<file path="config.mk">
export PLATFORM = sky130hd
export DESIGN_NAME = fdiv_seq_flat
export DESIGN_NICKNAME = d
export VERILOG_FILES = /design/src/rtl/fp_pkg.sv /design/src/rtl/fdiv_seq_if.sv /design/src/rtl/fp_classify.sv /design/src/rtl/fdiv_seq.sv /design/src/flat_wrapper.sv
export SDC_FILE = /design/constraint.sdc
export NUM_CORES = 1
export LEC_CHECK = 0
export ABC_AREA = 1
export CAP_MARGIN = 40
export CORE_AREA = 2 2 187 189
export DETAILED_ROUTE_END_ITERATION = 16
export DIE_AREA = 0 0 189 191
export GPL_TIMING_DRIVEN = 0
export PLACE_DENSITY = 0.5
export SETUP_SLACK_MARGIN = 0.5
export SLEW_MARGIN = 10
export SYNTH_ARGS = -nofsm -noshare
export SYNTH_HDL_FRONTEND = slang
export SYNTH_SLANG_ARGS = --single-unit
</file>
<file path="constraint.sdc">
create_clock -name clk -period 3.5 [get_ports clk]
set_clock_uncertainty 0.15 [all_clocks]
set_input_delay 0.7 -clock clk [delete_from_list [all_inputs] [get_ports clk]]
set_output_delay 0.7 -clock clk [all_outputs]
set_load 0.005 [all_outputs]
</file>
<file path="src/rtl/fp_pkg.sv">
`default_nettype none
// ============================================================================
//  Module      : fp_pkg
//  Description : Shared floating-point definitions for the RV32F FPU blocks.
//                Holds the exponent bias, the canonical quiet NaN, the fflags
//                bit positions, the divider state encoding and the operand
//                classification type.
//  Revision    : 1.0  initial release
// ============================================================================
package fp_pkg;

    localparam int          EXP_BIAS   = 127;
    localparam logic [31:0] CANON_QNAN = 32'h7FC0_0000;

    // fflags = {NV, DZ, OF, UF, NX}
    localparam int FLAG_NV = 4;
    localparam int FLAG_DZ = 3;
    localparam int FLAG_OF = 2;
    localparam int FLAG_UF = 1;
    localparam int FLAG_NX = 0;

    typedef enum logic [2:0] {
        IDLE = 3'd0,
        PREP = 3'd1,
        DIV  = 3'd2,
        NORM = 3'd3,
        PACK = 3'd4
    } fdiv_state_t;

    typedef enum logic [2:0] {
        ZERO   = 3'd0,
        NORMAL = 3'd1,
        INF    = 3'd2,
        QNAN   = 3'd3,
        SNAN   = 3'd4
    } fp_class_t;

endpackage : fp_pkg
`default_nettype wire

</file>
<file path="src/rtl/fdiv_seq_if.sv">
`default_nettype none
// ============================================================================
//  Module      : fdiv_seq_if
//  Description : Request/response bundle of the iterative FP divider.
//                master : drives start, a, b; observes busy, done, result, flags
//                slave  : the divider side
//  Revision    : 1.0  initial release
// ============================================================================
interface fdiv_seq_if #(
    parameter int WORD_W = 32
);
    logic              start;
    logic [WORD_W-1:0] a;
    logic [WORD_W-1:0] b;
    logic              busy;
    logic              done;
    logic [WORD_W-1:0] result;
    logic [4:0]        flags;

    modport master (output start, a, b, input busy, done, result, flags);
    modport slave  (input start, a, b, output busy, done, result, flags);
endinterface : fdiv_seq_if
`default_nettype wire

</file>
<file path="src/rtl/fp_classify.sv">
`default_nettype none
// ============================================================================
//  Module      : fp_classify
//  Description : Combinational unpack of one IEEE-754 word into class, sign,
//                biased exponent and mantissa with the hidden bit restored.
//                Subnormals are flushed: they classify as ZERO with a zero
//                mantissa.
//  Ports       : i_word  packed operand
//                o_cls   ZERO / NORMAL / INF / QNAN / SNAN
//                o_sign  sign bit
//                o_exp   biased exponent field
//                o_man   {hidden, fraction}
//  Revision    : 1.0  initial release
// ============================================================================
module fp_classify
    import fp_pkg::*;
#(
    parameter int EXP_W = 8,
    parameter int MAN_W = 23
) (
    input  logic [EXP_W+MAN_W:0] i_word,
    output fp_class_t            o_cls,
    output logic                 o_sign,
    output logic [EXP_W-1:0]     o_exp,
    output logic [MAN_W:0]       o_man
);

    logic [MAN_W-1:0] w_frac;

    always_comb begin
        o_sign = i_word[EXP_W+MAN_W];
        o_exp  = i_word[EXP_W+MAN_W-1:MAN_W];
        w_frac = i_word[MAN_W-1:0];
        o_man  = {1'b1, w_frac};
        o_cls  = NORMAL;
        if (o_exp == '0) begin
            o_cls = ZERO;
            o_man = '0;
        end else if (&o_exp) begin
            o_man = {1'b0, w_frac};
            if (w_frac == '0)
                o_cls = INF;
            else if (w_frac[MAN_W-1])
                o_cls = QNAN;
            else
                o_cls = SNAN;
        end
    end

endmodule : fp_classify
`default_nettype wire

</file>
<file path="src/rtl/fdiv_seq.sv">
`default_nettype none
// ============================================================================
//  Module      : fdiv_seq
//  Description : Iterative IEEE-754 single-precision divider (a / b), radix-2
//                restoring mantissa divide, fixed latency of MAN_W+6 cycles
//                from the accepting edge to the done pulse, RV32F fflags.
//  Ports       : clk, rst (synchronous, active high)
//                bus.start/a/b      request, operands latched on accept
//                bus.busy           high while an operation is in flight
//                bus.done           one-cycle completion pulse
//                bus.result/flags   quotient and {NV,DZ,OF,UF,NX}, held
//  Config      : FDIV_RNE_EN defined   -> round to nearest even
//                FDIV_RNE_EN undefined -> truncate (round toward zero)
//  Revision    : 1.0  initial release
// ============================================================================
module fdiv_seq
    import fp_pkg::*;
#(
    parameter int EXP_W = 8,
    parameter int MAN_W = 23
) (
    input  logic      clk,
    input  logic      rst,
    fdiv_seq_if.slave bus
);

    localparam int c_word_w = 1 + EXP_W + MAN_W;
    localparam int c_cnt_w  = $clog2(MAN_W + 3);
    localparam logic [c_cnt_w-1:0]      c_last    = c_cnt_w'(MAN_W + 2);
    localparam logic signed [EXP_W+1:0] c_bias    = (EXP_W+2)'((1 << (EXP_W - 1)) - 1);
    localparam logic signed [EXP_W+1:0] c_exp_max = (EXP_W+2)'((1 << EXP_W) - 1);

    fdiv_state_t r_state, w_state_nxt;

    logic [c_word_w-1:0]      r_a, r_b;
    logic                     r_sign;
    logic signed [EXP_W+1:0]  r_exp;
    logic [MAN_W+1:0]         r_rem;
    logic [MAN_W:0]           r_div;
    logic [MAN_W+2:0]         r_q;
    logic [c_cnt_w-1:0]       r_cnt;
    logic [MAN_W-1:0]         r_frac;
    logic                     r_grd, r_rnd, r_stk;
    logic                     r_spec;
    logic [c_word_w-1:0]      r_spec_res;
    logic [4:0]               r_spec_flags;
    logic                     r_done;
    logic [c_word_w-1:0]      r_result;
    logic [4:0]               r_flags;

    fp_class_t                w_cls_a, w_cls_b;
    logic                     w_sign_a, w_sign_b;
    logic [EXP_W-1:0]         w_exp_a, w_exp_b;
    logic [MAN_W:0]           w_man_a, w_man_b;

    fp_classify #(.EXP_W(EXP_W), .MAN_W(MAN_W)) u_cls_a (
        .i_word (r_a), .o_cls (w_cls_a), .o_sign (w_sign_a), .o_exp (w_exp_a), .o_man (w_man_a)
    );
    fp_classify #(.EXP_W(EXP_W), .MAN_W(MAN_W)) u_cls_b (
        .i_word (r_b), .o_cls (w_cls_b), .o_sign (w_sign_b), .o_exp (w_exp_b), .o_man (w_man_b)
    );

    // ---------------------------------------------------------------- PREP
    logic                     w_sign;
    logic signed [EXP_W+1:0]  w_exp_pre;
    logic                     w_spec;
    logic [c_word_w-1:0]      w_spec_res;
    logic [4:0]               w_spec_flags;

    always_comb begin
        w_sign       = w_sign_a ^ w_sign_b;
        w_exp_pre    = signed'({2'b00, w_exp_a}) - signed'({2'b00, w_exp_b}) + c_bias;
        w_spec       = 1'b1;
        w_spec_res   = CANON_QNAN;
        w_spec_flags = '0;
        if (w_cls_a inside {QNAN, SNAN} || w_cls_b inside {QNAN, SNAN}) begin
            w_spec_flags[FLAG_NV] = (w_cls_a == SNAN) || (w_cls_b == SNAN);
        end else if ((w_cls_a == INF && w_cls_b == INF) ||
                     (w_cls_a == ZERO && w_cls_b == ZERO)) begin
            w_spec_flags[FLAG_NV] = 1'b1;
        end else if (w_cls_b == ZERO) begin
            w_spec_res            = {w_sign, {EXP_W{1'b1}}, {MAN_W{1'b0}}};
            w_spec_flags[FLAG_DZ] = 1'b1;
        end else if (w_cls_a == INF) begin
            w_spec_res = {w_sign, {EXP_W{1'b1}}, {MAN_W{1'b0}}};
        end else if (w_cls_b == INF || w_cls_a == ZERO) begin
            w_spec_res = {w_sign, {(EXP_W+MAN_W){1'b0}}};
        end else begin
            w_spec = 1'b0;
        end
    end

    // ----------------------------------------------------------------- DIV
    logic             w_ge;
    logic [MAN_W+1:0] w_sub;

    always_comb begin
        w_ge  = (r_rem >= {1'b0, r_div});
        w_sub = w_ge ? (r_rem - {1'b0, r_div}) : r_rem;
    end

    // ---------------------------------------------------------------- PACK
    logic                     w_inc, w_carry, w_nx;
    logic [MAN_W-1:0]         w_frac_rnd;
    logic signed [EXP_W+1:0]  w_exp_rnd;
    logic [c_word_w-1:0]      w_pack_res;
    logic [4:0]               w_pack_flags;

    always_comb begin
        w_nx = r_grd | r_rnd | r_stk;
`ifdef FDIV_RNE_EN
        w_inc = r_grd & (r_rnd | r_stk | r_frac[0]);
`else
        w_inc = 1'b0;
`endif
        // An all-ones fraction wraps to zero on increment; that carry bumps the exponent.
        w_frac_rnd   = r_frac + {{(MAN_W-1){1'b0}}, w_inc};
        w_carry      = w_inc & (&r_frac);
        w_exp_rnd    = r_exp + {{(EXP_W+1){1'b0}}, w_carry};
        w_pack_res   = {r_sign, w_exp_rnd[EXP_W-1:0], w_frac_rnd};
        w_pack_flags = '0;
        w_pack_flags[FLAG_NX] = w_nx;
        if (r_spec) begin
            w_pack_res   = r_spec_res;
            w_pack_flags = r_spec_flags;
        end else if (w_exp_rnd >= c_exp_max) begin
            w_pack_res            = {r_sign, {EXP_W{1'b1}}, {MAN_W{1'b0}}};
            w_pack_flags[FLAG_OF] = 1'b1;
            w_pack_flags[FLAG_NX] = 1'b1;
        end else if (w_exp_rnd[EXP_W+1] || (w_exp_rnd == '0)) begin
            w_pack_res            = {r_sign, {(EXP_W+MAN_W){1'b0}}};
            w_pack_flags[FLAG_UF] = 1'b1;
            w_pack_flags[FLAG_NX] = 1'b1;
        end
    end

    // ----------------------------------------------------------------- FSM
    always_ff @(posedge clk) begin
        if (rst)
            r_state <= IDLE;
        else
            r_state <= w_state_nxt;
    end

    always_comb begin
        w_state_nxt = r_state;
        case (r_state)
            IDLE:    if (bus.start) w_state_nxt = PREP;
            PREP:    w_state_nxt = DIV;
            DIV:     if (r_cnt == c_last) w_state_nxt = NORM;
            NORM:    w_state_nxt = PACK;
            PACK:    w_state_nxt = IDLE;
            default: w_state_nxt = IDLE;
        endcase
    end

    // ------------------------------------------------------------ datapath
    always_ff @(posedge clk) begin
        if (rst) begin
            r_a <= '0; r_b <= '0; r_sign <= 1'b0; r_exp <= '0;
            r_rem <= '0; r_div <= '0; r_q <= '0; r_cnt <= '0;
            r_frac <= '0; r_grd <= 1'b0; r_rnd <= 1'b0; r_stk <= 1'b0;
            r_spec <= 1'b0; r_spec_res <= '0; r_spec_flags <= '0;
            r_done <= 1'b0; r_result <= '0; r_flags <= '0;
        end else begin
            r_done <= 1'b0;
            case (r_state)
                IDLE: begin
                    if (bus.start) begin
                        r_a <= bus.a;
                        r_b <= bus.b;
                    end
                end
                PREP: begin
                    r_sign       <= w_sign;
                    r_exp        <= w_exp_pre;
                    r_rem        <= {1'b0, w_man_a};
                    r_div        <= w_man_b;
                    r_q          <= '0;
                    r_cnt        <= '0;
                    r_spec       <= w_spec;
                    r_spec_res   <= w_spec_res;
                    r_spec_flags <= w_spec_flags;
                end
                DIV: begin
                    r_q   <= {r_q[MAN_W+1:0], w_ge};
                    r_rem <= w_sub << 1;
                    r_cnt <= r_cnt + c_cnt_w'(1);
                end
                NORM: begin
                    r_stk <= (r_rem != '0);
                    if (r_q[MAN_W+2]) begin
                        r_frac <= r_q[MAN_W+1:2];
                        r_grd  <= r_q[1];
                        r_rnd  <= r_q[0];
                    end else begin
                        r_frac <= r_q[MAN_W:1];
                        r_grd  <= r_q[0];
                        r_rnd  <= 1'b0;
                        r_exp  <= r_exp - (EXP_W+2)'(1);
                    end
                end
                PACK: begin
                    r_result <= w_pack_res;
                    r_flags  <= w_pack_flags;
                    r_done   <= 1'b1;
                end
                default: ;
            endcase
        end
    end

    assign bus.busy   = (r_state != IDLE);
    assign bus.done   = r_done;
    assign bus.result = r_result;
    assign bus.flags  = r_flags;

endmodule : fdiv_seq
`default_nettype wire

</file>
<file path="src/flat_wrapper.sv">
// flat-port wrapper written by rule: the top's interface ports become plain ports
module fdiv_seq_flat import fp_pkg::*;
#(
    parameter int EXP_W = 8,
    parameter int MAN_W = 23
)
  (clk, rst, bus_start, bus_a, bus_b, bus_busy, bus_done, bus_result, bus_flags);
  fdiv_seq_if bus_i ();
  input  logic clk;
  input  logic rst;
  input wire logic [$bits(bus_i.start)-1:0] bus_start;
  input wire logic [$bits(bus_i.a)-1:0] bus_a;
  input wire logic [$bits(bus_i.b)-1:0] bus_b;
  output wire logic [$bits(bus_i.busy)-1:0] bus_busy;
  output wire logic [$bits(bus_i.done)-1:0] bus_done;
  output wire logic [$bits(bus_i.result)-1:0] bus_result;
  output wire logic [$bits(bus_i.flags)-1:0] bus_flags;
  assign bus_i.start = bus_start;
  assign bus_i.a = bus_a;
  assign bus_i.b = bus_b;
  assign bus_busy = bus_i.busy;
  assign bus_done = bus_i.done;
  assign bus_result = bus_i.result;
  assign bus_flags = bus_i.flags;
  fdiv_seq #(.EXP_W(EXP_W), .MAN_W(MAN_W)) u_core (.clk(clk), .rst(rst), .bus(bus_i));
endmodule
</file>
# Word-level counts from Yosys, hierarchy flattened
# Cells that the tools add are included.
[op_classes]
n_addsub = 5
order_cmp = 2
eq_ne = 14
mux = 49
bitwise_logic = 3
n_reduce_logical = 26
[ops]
columns = ["operator", "count"]
rows = [
  ["$mux 32", 6],
  ["$mux 24", 5],
  ["$mux 31", 2],
  ["$pmux 26 s2", 1],
  ["$pmux 25 s2", 1],
  ["$logic_not 23->1", 2],
  ["$mux 3", 11],
  ["$ge 25x24->1", 1],
  ["$reduce_bool 25->1", 1],
  ["$sub 24x24->24", 1],
  ["$mux 23", 1],
  ["$pmux 10 s2", 1],
  ["$eq 3x2->1 const B", 6],
  ["$logic_not 8->1", 2],
  ["$mux 1", 16],
  ["$reduce_and 8->1", 2],
  ["$pmux 3 s4", 1],
  ["$add 10x8->10 const B", 1],
  ["$ge 10x9->1 const B", 1],
  ["$logic_not 10->1", 1],
  ["$mux 10", 1],
  ["$pmux 5 s2", 1],
  ["$sub 10x2->10 const B", 1],
  ["$eq 3x3->1 const B", 3],
  ["other kinds (15)", 30],
]
[totals]
register_bits = 257
out_inout_bits = 39

# Depth between registers and ports, before layout
[depth]
word_depth = 11
ltp_mapped = 15

# Cells and area by module
# A second synthesis with hierarchy kept.
[hier_totals]
cells_unflattened = 1876
area_unflattened_um2 = 12405.6
[by_module_without_submodules]
columns = ["mod", "n_inst", "cells_per_inst", "area_per_inst_um2", "seq_area_each_um2"]
rows = [
  ["fdiv_seq", 1, 1678, 11502.3, 4564.4],
  ["fp_classify", 2, 99, 451.7, 0.0],
]

# Worst setup path before layout
# No wires, ideal clock.
[synth_path]
path_kind = "register to register"
start = "reg u_core.r_a[23]"
end = "reg u_core.r_exp[8]"
t_arrival_ns = 1.919
slack_ns = 1.311
path_stages_with_launch = 16
n_path_buf = 0
path_cell_list = "dfxtp_1 -> inv_1 -> ha_1 -> inv_1 -> fa_1 -> inv_1 -> ha_1 -> inv_1 -> nor2_1 -> nand3_1 -> nor2_1 -> nand3_1 -> nand2_1 -> nand2_1 -> nand3_1 -> a21oi_1"
[synth_via]
elab_chain_len = 3
[synth_rtl]
columns = ["element", "line_no", "text"]
rows = [
  ["start: declaration", "fdiv_seq.sv:35", "logic [c_word_w-1:0] r_a, r_b;"],
  ["start signal: assignment", "fdiv_seq.sv:170", "r_a <= bus.a;"],
  ["$sub 8x8->9", "fdiv_seq.sv:72", "w_exp_pre = signed'({2'b00, w_exp_a}) - signed'({2'b00, w_exp_b}) + c_bias;"],
  ["$add 10x8->10", "fdiv_seq.sv:72", ""],
  ["$pmux 10 s2", "fdiv_seq.sv:167", "case (r_state)"],
  ["end signal: assignment", "fdiv_seq.sv:176", "r_exp <= w_exp_pre;"],
  ["end signal: assignment", "fdiv_seq.sv:200", "r_exp <= r_exp - (EXP_W+2)'(1);"],
  ["end: declaration", "fdiv_seq.sv:37", "logic signed [EXP_W+1:0] r_exp;"],
]
# Every way passes these cells.
# A chain may end at the register's enable or synchronous reset.

# Worst setup path after layout
[layout_path]
start = "reg u_core.r_div[8]"
end = "reg u_core.r_rem[18]"
[layout_via]
elab_chain_len = 3
[layout_rtl]
columns = ["element", "line_no", "text"]
rows = [
  ["start: declaration", "fdiv_seq.sv:39", "logic [MAN_W:0] r_div;"],
  ["start signal: assignment", "fdiv_seq.sv:178", "r_div <= w_man_b;"],
  ["$sub 24x24->24 or $ge 25x24->1 (tied branches)", "fdiv_seq.sv:99, fdiv_seq.sv:98", ""],
  ["$mux 24 *", "fdiv_seq.sv:99", "w_sub = w_ge ? (r_rem - {1'b0, r_div}) : r_rem;"],
  ["$pmux 25 s2 *", "fdiv_seq.sv:167", ""],
  ["end signal: assignment", "fdiv_seq.sv:177", "r_rem <= {1'b0, w_man_a};"],
  ["end signal: assignment", "fdiv_seq.sv:187", "r_rem <= w_sub << 1;"],
  ["end: declaration", "fdiv_seq.sv:38", "logic [MAN_W+1:0] r_rem;"],
]
# Every way passes the cells marked *; elsewhere a longest branch is shown, timed or not.

==> results.json <==
{
  "status": "completed",
  "cts_post_setup_buffers_inserted": 0,
  "placeableCoreArea_um2": 34100,
  "timing.critical_path.arrival_ps": 3060,
  "ant_nets": 0,
  "detailedRoute.firstIterationViolations": 658,
  "worst-slew-pin-transition_ps": 767,
  "max-clock-path-buffers": 3,
  "yosysUniqueCellTypes": 44,
  "met2_usage_pct": 32.9,
  "grt_start_max_net_pins": 15,
  "synthesis.nets": 1867,
  "clk_latency_ps": 550,
  "final.setup.tns_ps": 0,
  "drive_above_1_share_pct": 4.44,
  "p_total_mw": 10.5,
  "layout-area-overhead-vs-synth_pct": 21.6,
  "ys_ff_latch": 228,
  "gp_routability_congestion": 0.883,
  "reg2reg_to": "u_core.r_rem[18]",
  "crit_path_top_delay_cell": "ha_1",
  "hold_ws_ps": 310,
  "most_frequently_used_cell_type_in_the_post_synthesis_netlist": "nand2_1",
  "finalWorstSetupSlack_ps": 749,
  "synth_top_cells_by_area": "dfxtp_1, nand2_1, a21oi_1, inv_1, o21ai_0",
  "synthesis.instances": 1761,
  "cts_tree": "built",
  "yosysTopAreaCellShare_pct": 38.7,
  "synthArstFlopShare_pct": 0,
  "route.detailed.wl_per_inst_um": 15.5,
  "ff2ff_setup_slack_ps": 750,
  "final_max_slew_viol_count": 0,
  "finalSetupViolCount": 0,
  "htreeDepth": 1,
  "worst-r2r-cell-count": 14,
  "nets": 2001,
  "crit_end": "u_core.r_rem[18]",
  "global_route_wire_length_before_repair_um": 58900,
  "groute.layer.met3.usage_pct": 2.70,
  "avgSynthCellArea_um2": 6.71,
  "via_count": 11600,
  "max_cap_violations": 0,
  "yosysWarnings": 0,
  "clkTransAtPathRegs_ps": 60,
  "ios": 106,
  "floorplan.die.width_um": 189,
  "main_combinational_cell_family_by_area_after_synthesis": "simple AND/OR/NAND/NOR gates",
  "synth_xor_area_share_pct": 1.11,
  "worst_ir_drop_vdd_v": 0.000365,
  "leakage_nw": 5.96,
  "clkSinkCount": 228,
  "n_antenna_cell": 0,
  "post-route-period-util_pct": 78.6,
  "min_period_ps": 2750,
  "detailed_place_hpwl_um": 28300,
  "fraction_of_synthesized_area_in_multiplexers_pct": 0,
  "critical_path.startpoint": "u_core.r_div[8]",
  "buffer_ports.inserted": 105,
  "cts-root-buf": "clkbuf_16",
  "hold_violations": 0,
  "power_density_nw_per_um2": 733,
  "maxSlewHeadroom_pct": 48.9,
  "num_rows": 68,
  "groute.layer.met1.usage_pct": 28.8,
  "routed_wirelength_um": 36700,
  "worstPathCellList": "inv_1, ha_1, nand2_1, inv_1, nand2_1, nand2_1, inv_1, nand3_1, nand2_4, nand3_4, buf_6, nand2_1, nand3_1, a21oi_1",
  "critPathMaxStageDelay_ps": 360,
  "post_synthesis_simple_gate_area_fraction_pct": 26.4,
  "synth_common_cells": "nand2_1, inv_1, dfxtp_1",
  "grt_antenna_before_repair": 0,
  "synth_sequential_area_ratio_pct": 38.7,
  "post_drt_via_cell_ratio": 4.91,
  "die-height_um": 191,
  "synthAdderAreaFrac_pct": 4.26,
  "place_worst_setup_slack_ps": 274,
  "path_common_cell": "nand2_1",
  "grt_pass1_vias": 11300,
  "clock.fmax_ghz": 0.363,
  "synth-edff-count": 0,
  "finalCoreUtilization_pct": 42.1,
  "global_route_usage_sum_pct": 20.3,
  "synth_top_area_cell": "dfxtp_1",
  "numCtsBuffers": 27,
  "worst_r2r_startpoint": "u_core.r_div[8]",
  "crit_path_end_kind": "flop",
  "synth-compound-area-share_pct": 18.7,
  "nFillCells": 3691,
  "rsz0062_at_grt": "false",
  "setup.worst_path.class": "flop to flop",
  "drc": 0,
  "worstPathMaxFanout": 10,
  "syn-cell-area_um2": 11800,
  "required_ps": 3810,
  "die-area_um2": 36100,
  "cp-start-kind": "flop",
  "global_route.peak_usage_layer": "met2",
  "worst_hold_path_type": "flop to flop",
  "grt-ovfl-total": 0,
  "detail_route.first_pass.iterations": 5,
  "initial_core_util_pct": 34.6,
  "ys_dominant_reg_cell": "dfxtp_1"
}
==> through the flow <==
stage / instance area [um2] / cells
detailed placement: 13400 / 2321
global route: 14400 / 2371
finish: 14400 / 2371
global placement: 13400 / 2321
CTS: 14300 / 2371
floorplan: 11800 / 1761
==> report_power, final <==
part           leakage [nW]  internal [mW]  switching (mW)  total (mW)
combinational          3.64           1.50            3.04        4.54
clock                 0.460           1.72            1.17        2.88
sequential             1.86           2.88           0.215        3.09
==> worst max-delay path: cells and delay by family (launching register included) <==
| family | cells | cell delay, ps |
|---|---|---|
| buffers and inverters | 4 | 440 |
| AO/OA/AOI/OAI | 1 | 130 |
| adder cells (fa/ha/maj) | 1 | 360 |
| flip-flops | 1 | 330 |
| AND/OR/NAND/NOR | 8 | 1250 |
==> worst min-delay path by stage <==
| stage | cells past startpoint | endpoint | startpoint | slack (ps) |
|---|---|---|---|---|
| after floorplan | 2 | u_core.r_b[31] | u_core.r_b[31] | 290 |
| after global placement | 2 | u_core.r_b[31] | u_core.r_b[31] | 300 |
| after detailed placement | 2 | u_core.r_b[21] | u_core.r_b[21] | 300 |
| after CTS | 2 | u_core.bus.result[15] | u_core.bus.result[15] | 310 |
| after global routing | 2 | u_core.bus.result[14] | u_core.bus.result[14] | 330 |
| final | 2 | u_core.bus.result[15] | u_core.bus.result[15] | 310 |
==> final cells by class <==
| cell class | instances | area, um2 | share of cell area [%] |
|---|---|---|---|
| plain buffers | 85 | 362 | 2.52 |
| clock buffers | 37 | 783 | 5.46 |
| clock inverters | 13 | 136 | 0.950 |
| inverters | 244 | 916 | 6.38 |
| multi-input cells | 1204 | 5970 | 41.6 |
| flip-flops and latches | 228 | 4560 | 31.8 |
| well taps | 455 | 569 | 3.97 |
| repair buffers | 105 | 1050 | 7.32 |
==> what timing repair did <==
item,CTS,global route
resized for setup,0,3
hold buffers,0,0
endpoints found under the setup margin,0,12
==> layer usage <==
metal / wire, um / vias to the layer above
li1: - / 6029
met1: 18300 / 5300
met2: 16000 / 262
met3: 1820 / 44
met4: 562 / 0
met5: 0 / -
==> flip-flops by register name (all words and copies together) (netlist names), 3 cells and up <==
| signal | flops |
|---|---|
| u_core.r_div | 24 |
| u_core.r_rem | 25 |
| u_core.r_exp | 10 |
| u_core.r_a | 32 |
| u_core.r_state | 3 |
| u_core.r_cnt | 5 |
| u_core.bus.flags | 5 |
| u_core.bus.result | 32 |
| u_core.r_b | 32 |
| u_core.r_frac | 23 |
| u_core.r_q | 26 |
| u_core.r_spec_res | 3 |
==> kinds of logic (layout without fill, tap and decap cells) <==
family,Yosys count,after routing
simple gates,730,730
xor+xnor,15,15
flops,228,228
buf+inv,329,484
compound gates,420,420
fa+ha+maj,39,39
==> cells in the final DEF (no fill, tap or decap), types with 2 or more instances in the layout <==
cell / count
inv_2: 7
nor4_1: 5
buf_4: 4
buf_6: 2
clkdlybuf4s50_1: 105
fa_1: 2
nand2_4: 2
xnor2_1: 8
buf_1: 5
a21o_1: 2
buf_2: 10
a31oi_1: 30
bufinv_16: 2
a21oi_1: 209
nor2_1: 86
clkbuf_16: 27
nand3_4: 2
nor3_2: 3
and2_1: 3
nand2_1: 458
clkbuf_8: 7
nand4_1: 40
a211oi_1: 3
clkinv_2: 8
nor2_2: 3
ha_1: 37
inv_1: 237
clkbuf_1: 67
a41oi_1: 6
dfxtp_1: 228
nor3_1: 15
o21ai_0: 159
o22ai_1: 2
nand3b_1: 12
nand3_1: 97
xor2_1: 7
No activity file was read; power rests on OpenSTA's default activity.
